==> src/rtl/long_maze_pkg.sv <==
// Shared definitions for the long-maze plant.
// Contents: grid dimensions, cell coordinate constants, direction encoding,
// blocked-cell table, wall table, cell-to-zone mapping and the one-hot
// zone encoder used by the plant's registered zone outputs.
// Map (row, col), row 0 at the top:
//   (0,0)=Z6 trap  (0,1) blocked  (0,2) blocked
//   (1,0) corridor (1,1)=Z1       (1,2)=Z2
//   (2,0)=Z5       (2,1)=Z4       (2,2)=Z3
// A wall separates (1,1) and (2,1).
package long_maze_pkg;

    localparam int GRID_ROWS = 3;
    localparam int GRID_COLS = 3;
    localparam logic [1:0] ROW_MAX = 2'(GRID_ROWS - 1);
    localparam logic [1:0] COL_MAX = 2'(GRID_COLS - 1);

    // Direction encoding of the command inputs
    localparam logic DIR_VERT = 1'b1;  // controllable_overt
    localparam logic DIR_POS  = 1'b1;  // controllable_opos: down/right

    typedef enum logic [2:0] {
        ZN_NONE = 3'd0,
        ZN_1    = 3'd1,
        ZN_2    = 3'd2,
        ZN_3    = 3'd3,
        ZN_4    = 3'd4,
        ZN_5    = 3'd5,
        ZN_6    = 3'd6
    } zone_e;

    function automatic logic is_blocked(input logic [1:0] row, input logic [1:0] col);
        return (row == 2'd0) && ((col == 2'd1) || (col == 2'd2));
    endfunction

    // Wall table: the only wall lies between (1,1) and (2,1), crossed in either direction.
    function automatic logic crosses_wall(input logic [1:0] r0, input logic [1:0] c0,
                                          input logic [1:0] r1, input logic [1:0] c1);
        return (c0 == 2'd1) && (c1 == 2'd1) &&
               (((r0 == 2'd1) && (r1 == 2'd2)) || ((r0 == 2'd2) && (r1 == 2'd1)));
    endfunction

    function automatic zone_e cell_zone(input logic [1:0] row, input logic [1:0] col);
        zone_e z;
        z = ZN_NONE;
        case ({row, col})
            {2'd0, 2'd0}: z = ZN_6;
            {2'd1, 2'd1}: z = ZN_1;
            {2'd1, 2'd2}: z = ZN_2;
            {2'd2, 2'd2}: z = ZN_3;
            {2'd2, 2'd1}: z = ZN_4;
            {2'd2, 2'd0}: z = ZN_5;
            default:      z = ZN_NONE;
        endcase
        return z;
    endfunction

    // Bit 0 = zone1 ... bit 5 = zone6; all-zero for corridor/blocked cells.
    function automatic logic [5:0] zone_onehot(input zone_e z);
        logic [5:0] oh;
        oh = 6'b0;
        if (z != ZN_NONE) oh[int'(z) - 1] = 1'b1;
        return oh;
    endfunction

endpackage

==> src/rtl/long_maze_plant_if.sv <==
// Agent/monitor-facing bus of the long-maze plant.
// master modport: the RL agent side (drives step commands and slip, observes state).
// slave modport : the plant (consumes commands, drives zones, position and status).
// Signals: controllable_ostep/overt/opos, islip (commands); controllable_zone1..6,
// pos_row, pos_col, bump, step_cnt[CNT_W], done, trapped (plant outputs).
interface long_maze_plant_if #(
    parameter int CNT_W = 7
);
    logic             controllable_ostep;
    logic             controllable_overt;
    logic             controllable_opos;
    logic             islip;
    logic             controllable_zone1;
    logic             controllable_zone2;
    logic             controllable_zone3;
    logic             controllable_zone4;
    logic             controllable_zone5;
    logic             controllable_zone6;
    logic [1:0]       pos_row;
    logic [1:0]       pos_col;
    logic             bump;
    logic [CNT_W-1:0] step_cnt;
    logic             done;
    logic             trapped;

    modport master (
        output controllable_ostep, controllable_overt, controllable_opos, islip,
        input  controllable_zone1, controllable_zone2, controllable_zone3,
               controllable_zone4, controllable_zone5, controllable_zone6,
               pos_row, pos_col, bump, step_cnt, done, trapped
    );

    modport slave (
        input  controllable_ostep, controllable_overt, controllable_opos, islip,
        output controllable_zone1, controllable_zone2, controllable_zone3,
               controllable_zone4, controllable_zone5, controllable_zone6,
               pos_row, pos_col, bump, step_cnt, done, trapped
    );
endinterface

==> src/rtl/long_maze_legal.sv <==
// Combinational move evaluator for the long-maze plant.
// Ports: pos_row/pos_col (current cell), overt (1 = vertical), opos (1 = +1),
// tgt_row/tgt_col (target cell, equals current cell when off-grid),
// legal (target inside grid, not blocked, no wall crossed).
module long_maze_legal
    import long_maze_pkg::*;
(
    input  logic [1:0] pos_row,
    input  logic [1:0] pos_col,
    input  logic       overt,
    input  logic       opos,
    output logic [1:0] tgt_row,
    output logic [1:0] tgt_col,
    output logic       legal
);
    logic off_grid;

    always_comb begin
        off_grid = 1'b0;
        tgt_row  = pos_row;
        tgt_col  = pos_col;
        if (overt == DIR_VERT) begin
            off_grid = (opos == DIR_POS) ? (pos_row == ROW_MAX) : (pos_row == 2'd0);
            if (!off_grid) tgt_row = (opos == DIR_POS) ? pos_row + 2'd1 : pos_row - 2'd1;
        end else begin
            off_grid = (opos == DIR_POS) ? (pos_col == COL_MAX) : (pos_col == 2'd0);
            if (!off_grid) tgt_col = (opos == DIR_POS) ? pos_col + 2'd1 : pos_col - 2'd1;
        end
        legal = !off_grid && !is_blocked(tgt_row, tgt_col) &&
                !crosses_wall(pos_row, pos_col, tgt_row, tgt_col);
    end
endmodule

==> src/rtl/long_maze_plant.sv <==
// Long-maze environment plant: walks an agent on a fixed 3x3 grid from step
// commands and drives registered one-hot zone outputs for the requirement monitor.
// Ports: clk, rst (synchronous active-high), bus (long_maze_plant_if.slave):
// step commands in, zones/position/bump/step_cnt/done/trapped out.
// Optional feature: define LONG_MAZE_SLIP_EN to make islip suppress the move of an
// accepted step (it still counts, no bump). Without it islip is ignored.
module long_maze_plant
    import long_maze_pkg::*;
#(
    parameter int START_ROW = 1,
    parameter int START_COL = 1,
    parameter int MAX_STEPS = 64,
    parameter int CNT_W     = $clog2(MAX_STEPS + 1)
) (
    input  logic                 clk,
    input  logic                 rst,
    long_maze_plant_if.slave     bus
);
    localparam logic [1:0]       RST_ROW = 2'(START_ROW);
    localparam logic [1:0]       RST_COL = 2'(START_COL);
    localparam logic [CNT_W-1:0] CNT_MAX = CNT_W'(MAX_STEPS);

    logic [1:0]       row_q, row_d, col_q, col_d;
    logic [5:0]       zone_q, zone_d;
    logic             bump_q, bump_d;
    logic [CNT_W-1:0] cnt_q, cnt_d;
    logic             done_q, done_d;
    logic             trapped_q, trapped_d;

    logic [1:0] tgt_row, tgt_col;
    logic       legal;
    logic       accept, slip, move, enter_z6;

    long_maze_legal u_legal (
        .pos_row (row_q),
        .pos_col (col_q),
        .overt   (bus.controllable_overt),
        .opos    (bus.controllable_opos),
        .tgt_row (tgt_row),
        .tgt_col (tgt_col),
        .legal   (legal)
    );

`ifdef LONG_MAZE_SLIP_EN
    assign slip = bus.islip;
`else
    logic unused_islip;
    assign unused_islip = bus.islip;
    assign slip = 1'b0;
`endif

    always_comb begin
        accept    = bus.controllable_ostep && !done_q;
        move      = accept && !slip && legal;
        enter_z6  = move && (cell_zone(tgt_row, tgt_col) == ZN_6);
        row_d     = move ? tgt_row : row_q;
        col_d     = move ? tgt_col : col_q;
        // A slipped step is not a wall hit, so only unslipped illegal steps bump.
        bump_d    = accept && !slip && !legal;
        cnt_d     = (accept && (cnt_q != CNT_MAX)) ? cnt_q + CNT_W'(1) : cnt_q;
        done_d    = done_q || enter_z6 || (accept && (cnt_d == CNT_MAX));
        trapped_d = trapped_q || enter_z6;
        zone_d    = zone_onehot(cell_zone(row_d, col_d));
    end

    always_ff @(posedge clk) begin
        if (rst) begin
            row_q     <= RST_ROW;
            col_q     <= RST_COL;
            zone_q    <= zone_onehot(cell_zone(RST_ROW, RST_COL));
            bump_q    <= 1'b0;
            cnt_q     <= '0;
            done_q    <= 1'b0;
            trapped_q <= 1'b0;
        end else begin
            row_q     <= row_d;
            col_q     <= col_d;
            zone_q    <= zone_d;
            bump_q    <= bump_d;
            cnt_q     <= cnt_d;
            done_q    <= done_d;
            trapped_q <= trapped_d;
        end
    end

    assign bus.pos_row            = row_q;
    assign bus.pos_col            = col_q;
    assign bus.controllable_zone1 = zone_q[0];
    assign bus.controllable_zone2 = zone_q[1];
    assign bus.controllable_zone3 = zone_q[2];
    assign bus.controllable_zone4 = zone_q[3];
    assign bus.controllable_zone5 = zone_q[4];
    assign bus.controllable_zone6 = zone_q[5];
    assign bus.bump               = bump_q;
    assign bus.step_cnt           = cnt_q;
    assign bus.done               = done_q;
    assign bus.trapped            = trapped_q;
endmodule

==> src/flat_wrapper.sv <==
// flat-port wrapper written by rule: the top's interface ports become plain ports
module long_maze_plant_flat import long_maze_pkg::*;
#(
    parameter int START_ROW = 1,
    parameter int START_COL = 1,
    parameter int MAX_STEPS = 64,
    parameter int CNT_W     = $clog2(MAX_STEPS + 1)
)
  (clk, rst, bus_controllable_ostep, bus_controllable_overt, bus_controllable_opos, bus_islip, bus_controllable_zone1, bus_controllable_zone2, bus_controllable_zone3, bus_controllable_zone4, bus_controllable_zone5, bus_controllable_zone6, bus_pos_row, bus_pos_col, bus_bump, bus_step_cnt, bus_done, bus_trapped);
  long_maze_plant_if #(.CNT_W(CNT_W)) bus_i ();
  input  logic clk;
  input  logic rst;
  input wire logic [$bits(bus_i.controllable_ostep)-1:0] bus_controllable_ostep;
  input wire logic [$bits(bus_i.controllable_overt)-1:0] bus_controllable_overt;
  input wire logic [$bits(bus_i.controllable_opos)-1:0] bus_controllable_opos;
  input wire logic [$bits(bus_i.islip)-1:0] bus_islip;
  output wire logic [$bits(bus_i.controllable_zone1)-1:0] bus_controllable_zone1;
  output wire logic [$bits(bus_i.controllable_zone2)-1:0] bus_controllable_zone2;
  output wire logic [$bits(bus_i.controllable_zone3)-1:0] bus_controllable_zone3;
  output wire logic [$bits(bus_i.controllable_zone4)-1:0] bus_controllable_zone4;
  output wire logic [$bits(bus_i.controllable_zone5)-1:0] bus_controllable_zone5;
  output wire logic [$bits(bus_i.controllable_zone6)-1:0] bus_controllable_zone6;
  output wire logic [$bits(bus_i.pos_row)-1:0] bus_pos_row;
  output wire logic [$bits(bus_i.pos_col)-1:0] bus_pos_col;
  output wire logic [$bits(bus_i.bump)-1:0] bus_bump;
  output wire logic [$bits(bus_i.step_cnt)-1:0] bus_step_cnt;
  output wire logic [$bits(bus_i.done)-1:0] bus_done;
  output wire logic [$bits(bus_i.trapped)-1:0] bus_trapped;
  assign bus_i.controllable_ostep = bus_controllable_ostep;
  assign bus_i.controllable_overt = bus_controllable_overt;
  assign bus_i.controllable_opos = bus_controllable_opos;
  assign bus_i.islip = bus_islip;
  assign bus_controllable_zone1 = bus_i.controllable_zone1;
  assign bus_controllable_zone2 = bus_i.controllable_zone2;
  assign bus_controllable_zone3 = bus_i.controllable_zone3;
  assign bus_controllable_zone4 = bus_i.controllable_zone4;
  assign bus_controllable_zone5 = bus_i.controllable_zone5;
  assign bus_controllable_zone6 = bus_i.controllable_zone6;
  assign bus_pos_row = bus_i.pos_row;
  assign bus_pos_col = bus_i.pos_col;
  assign bus_bump = bus_i.bump;
  assign bus_step_cnt = bus_i.step_cnt;
  assign bus_done = bus_i.done;
  assign bus_trapped = bus_i.trapped;
  long_maze_plant #(.START_ROW(START_ROW), .START_COL(START_COL), .MAX_STEPS(MAX_STEPS), .CNT_W(CNT_W)) u_core (.clk(clk), .rst(rst), .bus(bus_i));
endmodule
==> config.mk <==
export PLATFORM = sky130hd
export DESIGN_NAME = long_maze_plant_flat
export DESIGN_NICKNAME = d
export VERILOG_FILES = /design/src/rtl/long_maze_pkg.sv /design/src/rtl/long_maze_plant_if.sv /design/src/rtl/long_maze_legal.sv /design/src/rtl/long_maze_plant.sv /design/src/flat_wrapper.sv
export SDC_FILE = /design/constraint.sdc
export NUM_CORES = 1
export LEC_CHECK = 0
export CAP_MARGIN = 20
export CORE_ASPECT_RATIO = 0.6
export CORE_MARGIN = 5
export CORE_UTILIZATION = 57
export CTS_CLUSTER_SIZE = 12
export DETAILED_ROUTE_END_ITERATION = 8
export PLACE_DENSITY = 0.82
export SYNTH_ARGS = -nofsm -noshare
export SYNTH_HDL_FRONTEND = slang
export SYNTH_SLANG_ARGS = --single-unit
==> constraint.sdc <==
create_clock -name clk -period 6.45 [get_ports clk]
set_clock_uncertainty 0.1 [all_clocks]
set_input_delay 0.645 -clock clk [delete_from_list [all_inputs] [get_ports clk]]
set_output_delay 0.645 -clock clk [all_outputs]
set_load 0.005 [all_outputs]
Word-level counts from Yosys, hierarchy flattened --
Index checks and enable logic that the tools add are counted.
Word-level totals: memories kept 0, output and inout port bits 20, latch bits 0, bits in read-only memories 0, register bits after elaboration 20, memory bits (writable) 0, word-level logic and storage cells 86
Operators by class: eq/ne operators 21, $lt $le $gt $ge 2, bitwise operators 1, $add $sub $neg 6, divide/modulo/power cells 0, reductions and logical operators 31, mux-type cells 17, shift-type cells 0, multipliers 0
Operators with widths (count):
- 3-bit one-hot mux with 6 select lines | 2
- 32-bit by 1-bit greater-or-equal comparator with 1-bit output, second input constant | 1
- 32-bit by 5-bit less-than comparator with 1-bit output, second input constant | 1
- 4-bit == test, second input constant | 6
- 4-bit by 3-bit == test with 1-bit output, second input constant | 4
- 2-bit 2-to-1 mux | 8
- 1-bit logical AND | 14
- 2-bit by 1-bit == test with 1-bit output, second input constant | 4
- 2-bit == test, second input constant | 4
- 4-bit zero test | 2
- 7-bit by 1-bit adder with 7-bit output, second input constant | 1
- 7-bit == test, second input constant | 1
- 7-bit 2-to-1 mux | 1
- 7-bit inequality test, second input constant | 1
- 2-bit zero test | 3
- 1-bit zero test | 5
- 1-bit logical OR | 5
- 1-bit 2-to-1 mux | 5
- 2-bit by 1-bit adder with 2-bit output, second input constant | 2
- 2-bit by 1-bit subtractor with 2-bit output, second input constant | 2
- 3-bit by 1-bit subtractor with 4-bit output, second input constant | 1
- 1-bit demux with 3-bit select | 1
- 3-bit == test, second input constant | 1
- 3-bit nonzero test | 1
- other kinds (2) | 2

Logic depth before layout (Yosys ltp) --
Gate-level depths: netlist of the first run.
depth in word-level cells 20, gate-level depth with buffers 20

Modules after synthesis --
Synthesis of the first run repeated with hierarchy kept, for this count alone.
Second synthesis, totals: cells, all modules 176, area, all modules 1476.4 sq um
By module, submodules not included:
- long_maze_plant | area each 1066.0 sq um, cells each 127, seq. area each 400.4 sq um, instances 1
- long_maze_legal | area each 410.4 sq um, cells each 49, seq. area each 0.0 sq um, instances 1

Worst setup path before layout of the first run --
No wires, ideal clock.
path type register to register, start register u_core.col_q[1], in the netlist u_core.bus.pos_col[1], end register u_core.zone_q[3], slack 2.065 ns, arrival time 4.167 ns, required time 6.233 ns, clock period less this slack 4.385 ns, stages on the path, launching flop included 16, path buffers 0, cell sequence dfxtp_1 > clkinv_1 > ha_1 > a22o_1 > a221oi_1 > ha_1 > nand3_1 > a32oi_2 > mux2i_1 > nand3_1 > xnor2_2 > mux2i_2 > inv_1 > ha_1 > ha_1 > and4bb_2
On the way: word-level cells in the longest chain between the ends 19, elaborated cells between the ends (all ways) 40, classes of those cells add/sub: 3; order compare: 2; eq/ne: 9; mux: 10; bitwise: 1; reduce/logical: 15
RTL lines:
- start: declaration | RTL line long_maze_plant.sv:23 | logic [1:0] row_q, row_d, col_q, col_d;
- start signal: assignment | RTL line long_maze_plant.sv:77 | col_q <= col_d;
- 2-bit by 1-bit subtractor with 2-bit output, or another cell as far along | RTL line long_maze_legal.sv:27 | if (!off_grid) tgt_col = (opos == DIR_POS) ? pos_col + 2'd1 : pos_col - 2'd1;
- 2-bit 2-to-1 mux or 1-bit 2-to-1 mux (tied branches) | RTL line long_maze_legal.sv:27, long_maze_legal.sv:26
- 2-bit 2-to-1 mux | RTL line long_maze_legal.sv:27
- 2-bit 2-to-1 mux | RTL line long_maze_legal.sv:22 | if (overt == DIR_VERT) begin
- 2-bit by 1-bit == test with 1-bit output or 2-bit == test (tied branches) | RTL line long_maze_pkg.sv:32, long_maze_pkg.sv:38
- 1-bit logical OR | RTL line long_maze_pkg.sv:32 | return (row == 2'd0) && ((col == 2'd1) || (col == 2'd2));
- 1-bit logical AND | RTL line long_maze_pkg.sv:32
- 1-bit zero test | RTL line long_maze_legal.sv:29 | legal = !off_grid && !is_blocked(tgt_row, tgt_col) &&
- [3 not listed]
- 2-bit 2-to-1 mux, on equally long branches | RTL line long_maze_plant.sv:57, long_maze_plant.sv:56
- 4-bit == test, or another cell as far along | RTL line long_maze_pkg.sv:45 | case ({row, col})
- 3-bit one-hot mux with 6 select lines * | RTL line long_maze_pkg.sv:45
- 3-bit by 1-bit subtractor with 4-bit output | RTL line long_maze_pkg.sv:61 | if (z != ZN_NONE) oh[int'(z) - 1] = 1'b1;
- 32-bit by 1-bit greater-or-equal comparator with 1-bit output (implied by the code) or 32-bit by 5-bit less-than comparator with 1-bit output (tied branches) | RTL line long_maze_pkg.sv:61
- 1-bit logical AND (implied by the code) | RTL line long_maze_pkg.sv:61
- 1-bit 2-to-1 mux (implied by the code) | RTL line long_maze_pkg.sv:61
- 1-bit demux with 3-bit select
- end signal: assignment | RTL line long_maze_plant.sv:70 | zone_q <= zone_onehot(cell_zone(RST_ROW, RST_COL));
- end signal: assignment | RTL line long_maze_plant.sv:78 | zone_q <= zone_d;
- end: declaration | RTL line long_maze_plant.sv:24 | logic [5:0] zone_q, zone_d;
Every way passes the cells marked *; elsewhere a longest branch is shown, timed or not. A chain may end at the register's enable or synchronous reset.

Worst setup path in the final report of the first run --
start input port bus_controllable_overt, end register u_core.zone_q[3]
On the way: word-level cells in the longest chain between the ends 16, elaborated cells between the ends (all ways) 39, classes of those cells add/sub: 1; order compare: 2; eq/ne: 9; mux: 8; bitwise: 1; reduce/logical: 18
RTL lines:
- start: declaration | RTL line flat_wrapper.sv:14 | input wire logic [$bits(bus_i.controllable_overt)-1:0] bus_controllable_overt;
- 2-bit 2-to-1 mux | RTL line long_maze_legal.sv:22
- 2-bit by 1-bit == test with 1-bit output, or another cell as far along | RTL line long_maze_pkg.sv:32, long_maze_pkg.sv:38
- 1-bit logical OR or 1-bit logical AND (tied branches) | RTL line long_maze_pkg.sv:32, long_maze_pkg.sv:39
- 1-bit logical AND or 1-bit logical OR (tied branches) | RTL line long_maze_pkg.sv:32, long_maze_pkg.sv:39
- 1-bit zero test or 1-bit logical AND (tied branches) | RTL line long_maze_legal.sv:29, long_maze_pkg.sv:38
- 1-bit logical AND or 1-bit zero test (tied branches) | RTL line long_maze_legal.sv:29, long_maze_legal.sv:30
- 1-bit logical AND | RTL line long_maze_legal.sv:29
- 1-bit logical AND | RTL line long_maze_plant.sv:54 | move = accept && !slip && legal;
- 2-bit 2-to-1 mux, on equally long branches | RTL line long_maze_plant.sv:57, long_maze_plant.sv:56
- 4-bit == test, or another cell as far along | RTL line long_maze_pkg.sv:45
- 3-bit one-hot mux with 6 select lines * | RTL line long_maze_pkg.sv:45
- 3-bit by 1-bit subtractor with 4-bit output | RTL line long_maze_pkg.sv:61
- 32-bit by 1-bit greater-or-equal comparator with 1-bit output (implied by the code) or 32-bit by 5-bit less-than comparator with 1-bit output (tied branches) | RTL line long_maze_pkg.sv:61
- 1-bit logical AND (implied by the code) | RTL line long_maze_pkg.sv:61
- 1-bit 2-to-1 mux (implied by the code) | RTL line long_maze_pkg.sv:61
- 1-bit demux with 3-bit select
Marked as above.

==> results of run 1 <==
## report_power, final
group | internal [mW] | switching, mW | total, mW | leakage (nW)
sequential | 0.141 | 0.0201 | 0.161 | 0.163
combinational | 0.176 | 0.197 | 0.372 | 0.562
clock | 0.0828 | 0.0416 | 0.124 | 0.0357
## how the worst max path moves through the flow
stage,startpoint,to,slack (ns),depth (start not counted)
3_5_place_dp,bus_controllable_overt,u_core.zone_q[3],1.00,16
3_3_place_gp,bus_controllable_overt,u_core.zone_q[5],1.21,16
6_report,bus_controllable_overt,u_core.zone_q[3],1.18,16
4_1_cts,bus_controllable_overt,u_core.zone_q[3],1.24,16
5_1_grt,bus_controllable_overt,u_core.zone_q[3],0.84,16
2_1_floorplan,u_core.bus.pos_col[1],u_core.zone_q[3],2.07,15
## layout by cell type (no fill, tap or decap), types with 2 or more instances in the layout
| cell | instances |
|---|---|
| a211oi_1 | 2 |
| a21oi_1 | 6 |
| a31oi_1 | 2 |
| and2b_2 | 3 |
| and4b_1 | 2 |
| and4bb_2 | 2 |
| clkbuf_8 | 3 |
| clkdlybuf4s50_1 | 24 |
| dfxtp_1 | 20 |
| ha_1 | 12 |
| inv_1 | 13 |
| mux2i_1 | 2 |
| nand2_1 | 7 |
| nand2b_1 | 5 |
| nand3_1 | 9 |
| nand4_1 | 3 |
| nor2_1 | 25 |
| nor3_1 | 7 |
| nor4b_1 | 2 |
| o21ai_0 | 5 |
| o31ai_1 | 3 |
| or3b_1 | 2 |
| xnor2_1 | 7 |
| xor2_1 | 2 |
## state kept, by name (all words and copies together) (netlist names)
register,count
u_core.bus.done,1
u_core.bus.pos_col,2
u_core.zone_q,6
u_core.bus.step_cnt,7
u_core.bus.bump,1
u_core.bus.pos_row,2
u_core.bus.trapped,1
## worst max-delay path, stage by stage
cell	delay [ns]
clkdlybuf4s50_1	0.70
nor2_1	0.09
a22o_1	0.19
a221oi_1	0.73
ha_1	0.40
nand3_1	0.11
a32oi_2	0.14
mux2i_1	0.45
nand3_1	0.31
xnor2_2	0.34
mux2i_2	0.33
inv_1	0.08
ha_1	0.19
ha_1	0.19
nor2_1	0.21
and4bb_2	0.26
## Yosys cell counts (2+ instances only)
library cell	n
nor2_1	25
o21ai_0	5
nand2_1	7
nand4_1	3
dfxtp_1	20
or3b_1	2
nor3_1	7
a21oi_1	6
xor2_1	2
a31oi_1	2
xnor2_1	7
and4bb_2	2
and2b_2	3
nand3_1	9
a211oi_1	2
ha_1	12
nand2b_1	5
clkbuf_1	2
inv_1	13
nor4b_1	2
and4b_1	2
o31ai_1	3
mux2i_1	2
## cells by family (layout without fill, tap and decap cells)
family / after synthesis / after routing / share of synthesized area (%)
buffers and inverters: 18 / 42 / 5.47
adder cells (fa/ha/maj): 12 / 12 / 9.65
XOR/XNOR: 12 / 12 / 9.08
AND/OR/NAND/NOR: 75 / 75 / 26.5
flip-flops: 20 / 20 / 25.7
multiplexers: 6 / 6 / 5.30
AO/OA/AOI/OAI: 35 / 35 / 18.2
## per-layer routing
metal	wire length, um	part of all wire (%)
met2	1700	45
met5	0	0
met4	22	0.58
met3	281	7.4
met1	1770	47
## through the flow
stage / std cells / utilization (%)
detailed placement: 230 / 70.5
global route: 234 / 73.3
CTS: 234 / 73.3
finish: 234 / 73.3
global placement: 230 / 70.5
floorplan: 178 / -
## layout make-up
cell class,instances,share of cell area [%]
Multi-Input combinational cell,140,57.1
Sequential cell,20,21.3
Timing Repair Buffer,24,12.8
Inverter,14,2.80
Clock buffer,3,2.20
Tap cell,32,2.13
Clock inverter,1,1.60
==> impl_metrics.yaml, run 1 <==
worst_hold_path:
  holdPathStages: 2
  min_from: "u_core.bus.trapped"
  hold_end: "u_core.bus.trapped"
  hold_class: "reg -> reg"
placement:
  place_area_um2: 1800
  place_ws_ns: 1.00
  port_buffers: 24
  globalplace.congestion: 0.916
  dpl.hpwl_mm: 2.94
clock_network:
  htreeDepth: 1
  cts_buffer_depth: 2
  numCtsBuffers: 3
  cts_tree: "done"
  clk_latency_ns: 0.26
  cts_sinks: 20
  cts_resized: 0
  path_clk_slew_ns: 0.07
  root_buffer: "clkbuf_8"
  post_cts_buffers: 0
  cts_hold_buf: 0
finish:
  area_growth_pct: 20.5
  fin_area_um2: 1880
  nFillCells: 205
  drive_gt1_share_pct: 10.9
  fin_nets: 221
  n_antenna_cell: 0
  multiInputGateArea_um2: 1070
  regArea_um2: 400
global_routing:
  grt_overflow: 0
  met3_usage_pct: 6.07
  grt_max_degree: 17
  use_met2_pct: 31.1
  antenna_found_initial: 0
  gr-max-usage-layer: "met2"
  grtUsageMet1_pct: 27.2
  grt_pass1_wl_mm: 6.35
  grt_pass1_vias: 1329
  grt.total_usage_pct: 19.8
setup_path:
  required_ns: 6.56
  worstSetupEndpointType: "flip-flop"
  r2r_end: "u_core.zone_q[3]"
  critPathKind: "in -> reg"
  path_max_fanout: 11
  r2r-start: "u_core.bus.pos_col[1]"
  crit_path_start_kind: "input pin"
  reg2reg_slack_ns: 1.21
  arrival_ns: 5.37
  reg2regPathDepth: 18
yosys:
  synth_seq_cells: 20
  synthTopCellsByArea: "dfxtp_1, ha_1, nor2_1"
  avgSynthCellArea_um2: 8.74
  synthCells: 178
  yosysTopAreaCellShare_pct: 25.7
  ys_async_sr_fraction_pct: 0
  synth-edff-count: 0
  ys_seq_area_share_pct: 25.7
  synth_top_cell_by_area: "dfxtp_1"
  synth_area_um2: 1560
  ys_types: 58
  synthFlopType: "dfxtp_1"
  yosys_warnings: 0
  syn_nets: 196
pwr:
  power_mw: 0.657
  p_leak_nw: 0.760
  p_per_area_nw_per_um2: 350
  peakVddDrop_mv: 0.189
floorplanning:
  fp.coreArea_um2: 2560
  fp.dieH_um: 50.5
  start_util_pct: 60.9
  ioPinCount: 26
  rows: 14
  die_w_um: 77.5
  die-area_um2: 3910
sta:
  setup_ws_ns: 1.18
  tightest_slew_ns: 0.869
  fmax_mhz: 190
  fin_setup_tns_ns: 0
  setup_violations: 0
  rsz0062_at_grt: "no"
  relSlewSlack_pct: 42.1
  slew_violations: 0
  finalCritPeriodShare_pct: 81.7
  period_minus_slack_ns: 5.27
  hold_violations: 0
  holdWs_ns: 0.354
drt:
  vias: 1426
  ant_nets: 0
  routedWlPerCell_um: 16.1
  first_iter_violations: 105
  viasPerCell: 6.09
  drc: 0
  drtPass1Iterations: 4
  routed_wl_mm: 3.77
outcome:
  run_status: "completed"
flow_run:
  max_cap_viol_count: 0
(Power assumes the default switching activity.)
==> run 2, diff against run 1 <==
- CORE_UTILIZATION: 57 -> 48
- PLACE_DENSITY: 0.82 -> 0.73
- clock period: 6.45 -> 4.58 ns (I/O delays scaled with it)
==> run 2 against run 1 <==
First-iteration DRC count up 8.6%. Sequential power up 39%. Register-to-register slack worse by 0.91 ns. Setup slack worse by 0.90 ns. Critical path type unchanged. Largest power group unchanged. Highest routed layer unchanged.
==> impl_metrics.yaml, run 2 (same netlist as run 1, synthesis figures left out) <==
setup_path:
  required_ns: 4.64
  path_max_fanout: 6
  arrival_ns: 4.35
  critPathKind: "in -> reg"
  crit_path_start_kind: "input pin"
  worstSetupEndpointType: "flip-flop"
global_routing:
  grt_max_degree: 17
  antenna_found_initial: 0
  grt.total_usage_pct: 17.4
  grt_pass1_vias: 1289
  grt_overflow: 0
  grt_pass1_wl_mm: 6.29
finish:
  drive_gt1_share_pct: 16.9
  n_antenna_cell: 0
  multiInputGateArea_um2: 1080
  regArea_um2: 402
  nFillCells: 273
  fin_nets: 232
  largest_register_ffs: 7
  layout_common_cells: "nor2_1, clkdlybuf4s50_1, dfxtp_1"
  area_growth_pct: 27.5
clock_network:
  cts_resized: 0
  cts_hold_buf: 0
  numCtsBuffers: 3
  root_buffer: "clkbuf_8"
  path_clk_slew_ns: 0.08
  cts_buffer_depth: 2
  htreeDepth: 1
  cts_tree: "done"
  cts_sinks: 20
  clk_latency_ns: 0.26
  post_cts_buffers: 0
floorplanning:
  fp.coreArea_um2: 3180
  die_w_um: 83.5
  ioPinCount: 26
  fp.dieH_um: 54.1
  rows: 16
  die-area_um2: 4520
  start_util_pct: 48.9
pwr:
  p_leak_nw: 0.813
  p_per_area_nw_per_um2: 497
  power_mw: 0.986
  peakVddDrop_mv: 0.334
drt:
  drc: 0
  viasPerCell: 5.59
  first_iter_violations: 114
  routed_wl_mm: 3.78
  ant_nets: 0
  vias: 1442
  drtPass1Iterations: 4
  routedWlPerCell_um: 14.7
placement:
  place_ws_ns: 0.0614
  port_buffers: 24
  dpl.hpwl_mm: 2.90
  globalplace.congestion: 0.893
sta:
  relSlewSlack_pct: 59.8
  hold_violations: 0
  period_minus_slack_ns: 4.29
  holdWs_ns: 0.354
  finalCritPeriodShare_pct: 93.7
  setup_ws_ns: 0.287
  rsz0062_at_grt: "no"
  setup_violations: 0
  tightest_slew_ns: 0.601
  fmax_mhz: 233
  fin_setup_tns_ns: 0
  slew_violations: 0
outcome:
  run_status: "completed"
worst_hold_path:
  hold_class: "reg -> reg"
flow_run:
  max_cap_viol_count: 0
[run 2: report_power, final]
group | switching [mW] | leakage (nW) | internal (mW)
clock | 0.0599 | 0.0357 | 0.117
sequential | 0.0255 | 0.163 | 0.199
combinational | 0.292 | 0.614 | 0.294
total | 0.377 | 0.813 | 0.609
[run 2: worst paths after layout]
check | cells past startpoint | start | to | slack [ns]
max | 19 | bus_controllable_opos | u_core.zone_q[5] | 0.29
min reg2reg | 2 | u_core.bus.trapped | u_core.bus.trapped | 0.35
min | 2 | u_core.bus.trapped | u_core.bus.trapped | 0.35
max reg2reg | 20 | u_core.bus.pos_col[1] | u_core.zone_q[5] | 0.30
[run 2: cell type report]
| class | instances | share of cell area (%) |
|---|---|---|
| multi-input combinational | 140 | 54.4 |
| sequential | 20 | 20.2 |
| timing repair buffer | 35 | 16.3 |
| tap | 45 | 2.84 |
| inverter | 14 | 2.65 |
| clock buffer | 3 | 2.08 |
| clock inverter | 1 | 1.51 |
[run 2: worst max-delay path, stage by stage]
cell and delay, ns:
clkdlybuf4s50_1 0.51, and2b_2 0.22, a211oi_1 0.27, buf_4 0.17, xnor2_1 0.08, inv_1 0.07
ha_1 0.17, nand3_1 0.10, nand2b_1 0.17, a32oi_2 0.26, buf_4 0.16, o21ai_0 0.10
o311a_4 0.18, or3b_1 0.39, mux2i_2 0.19, inv_1 0.07, ha_1 0.18, ha_1 0.35
and4bb_2 0.24
[run 2: metal layers]
metal  GRT usage [%]  wire length (um)
met1            25.1              1870
met2            26.6              1580
met3            5.05               313
met4            2.41                10
met5               0                 0
[run 2: metrics by stage]
step                      util [%]  cells  area (um^2)
after floorplan                  -    178         1560
after global placement        59.8    254         1900
after detailed placement      59.8    254         1900
after CTS                     62.0    258         1970
after global routing          62.3    258         1980
final                         62.3    258         1980
==> run 3, diff against run 2 <==
- CAP_MARGIN: 20 -> unset
==> results of run 3 <==
Final layout, timing and power as in run 2 (identical DEF).
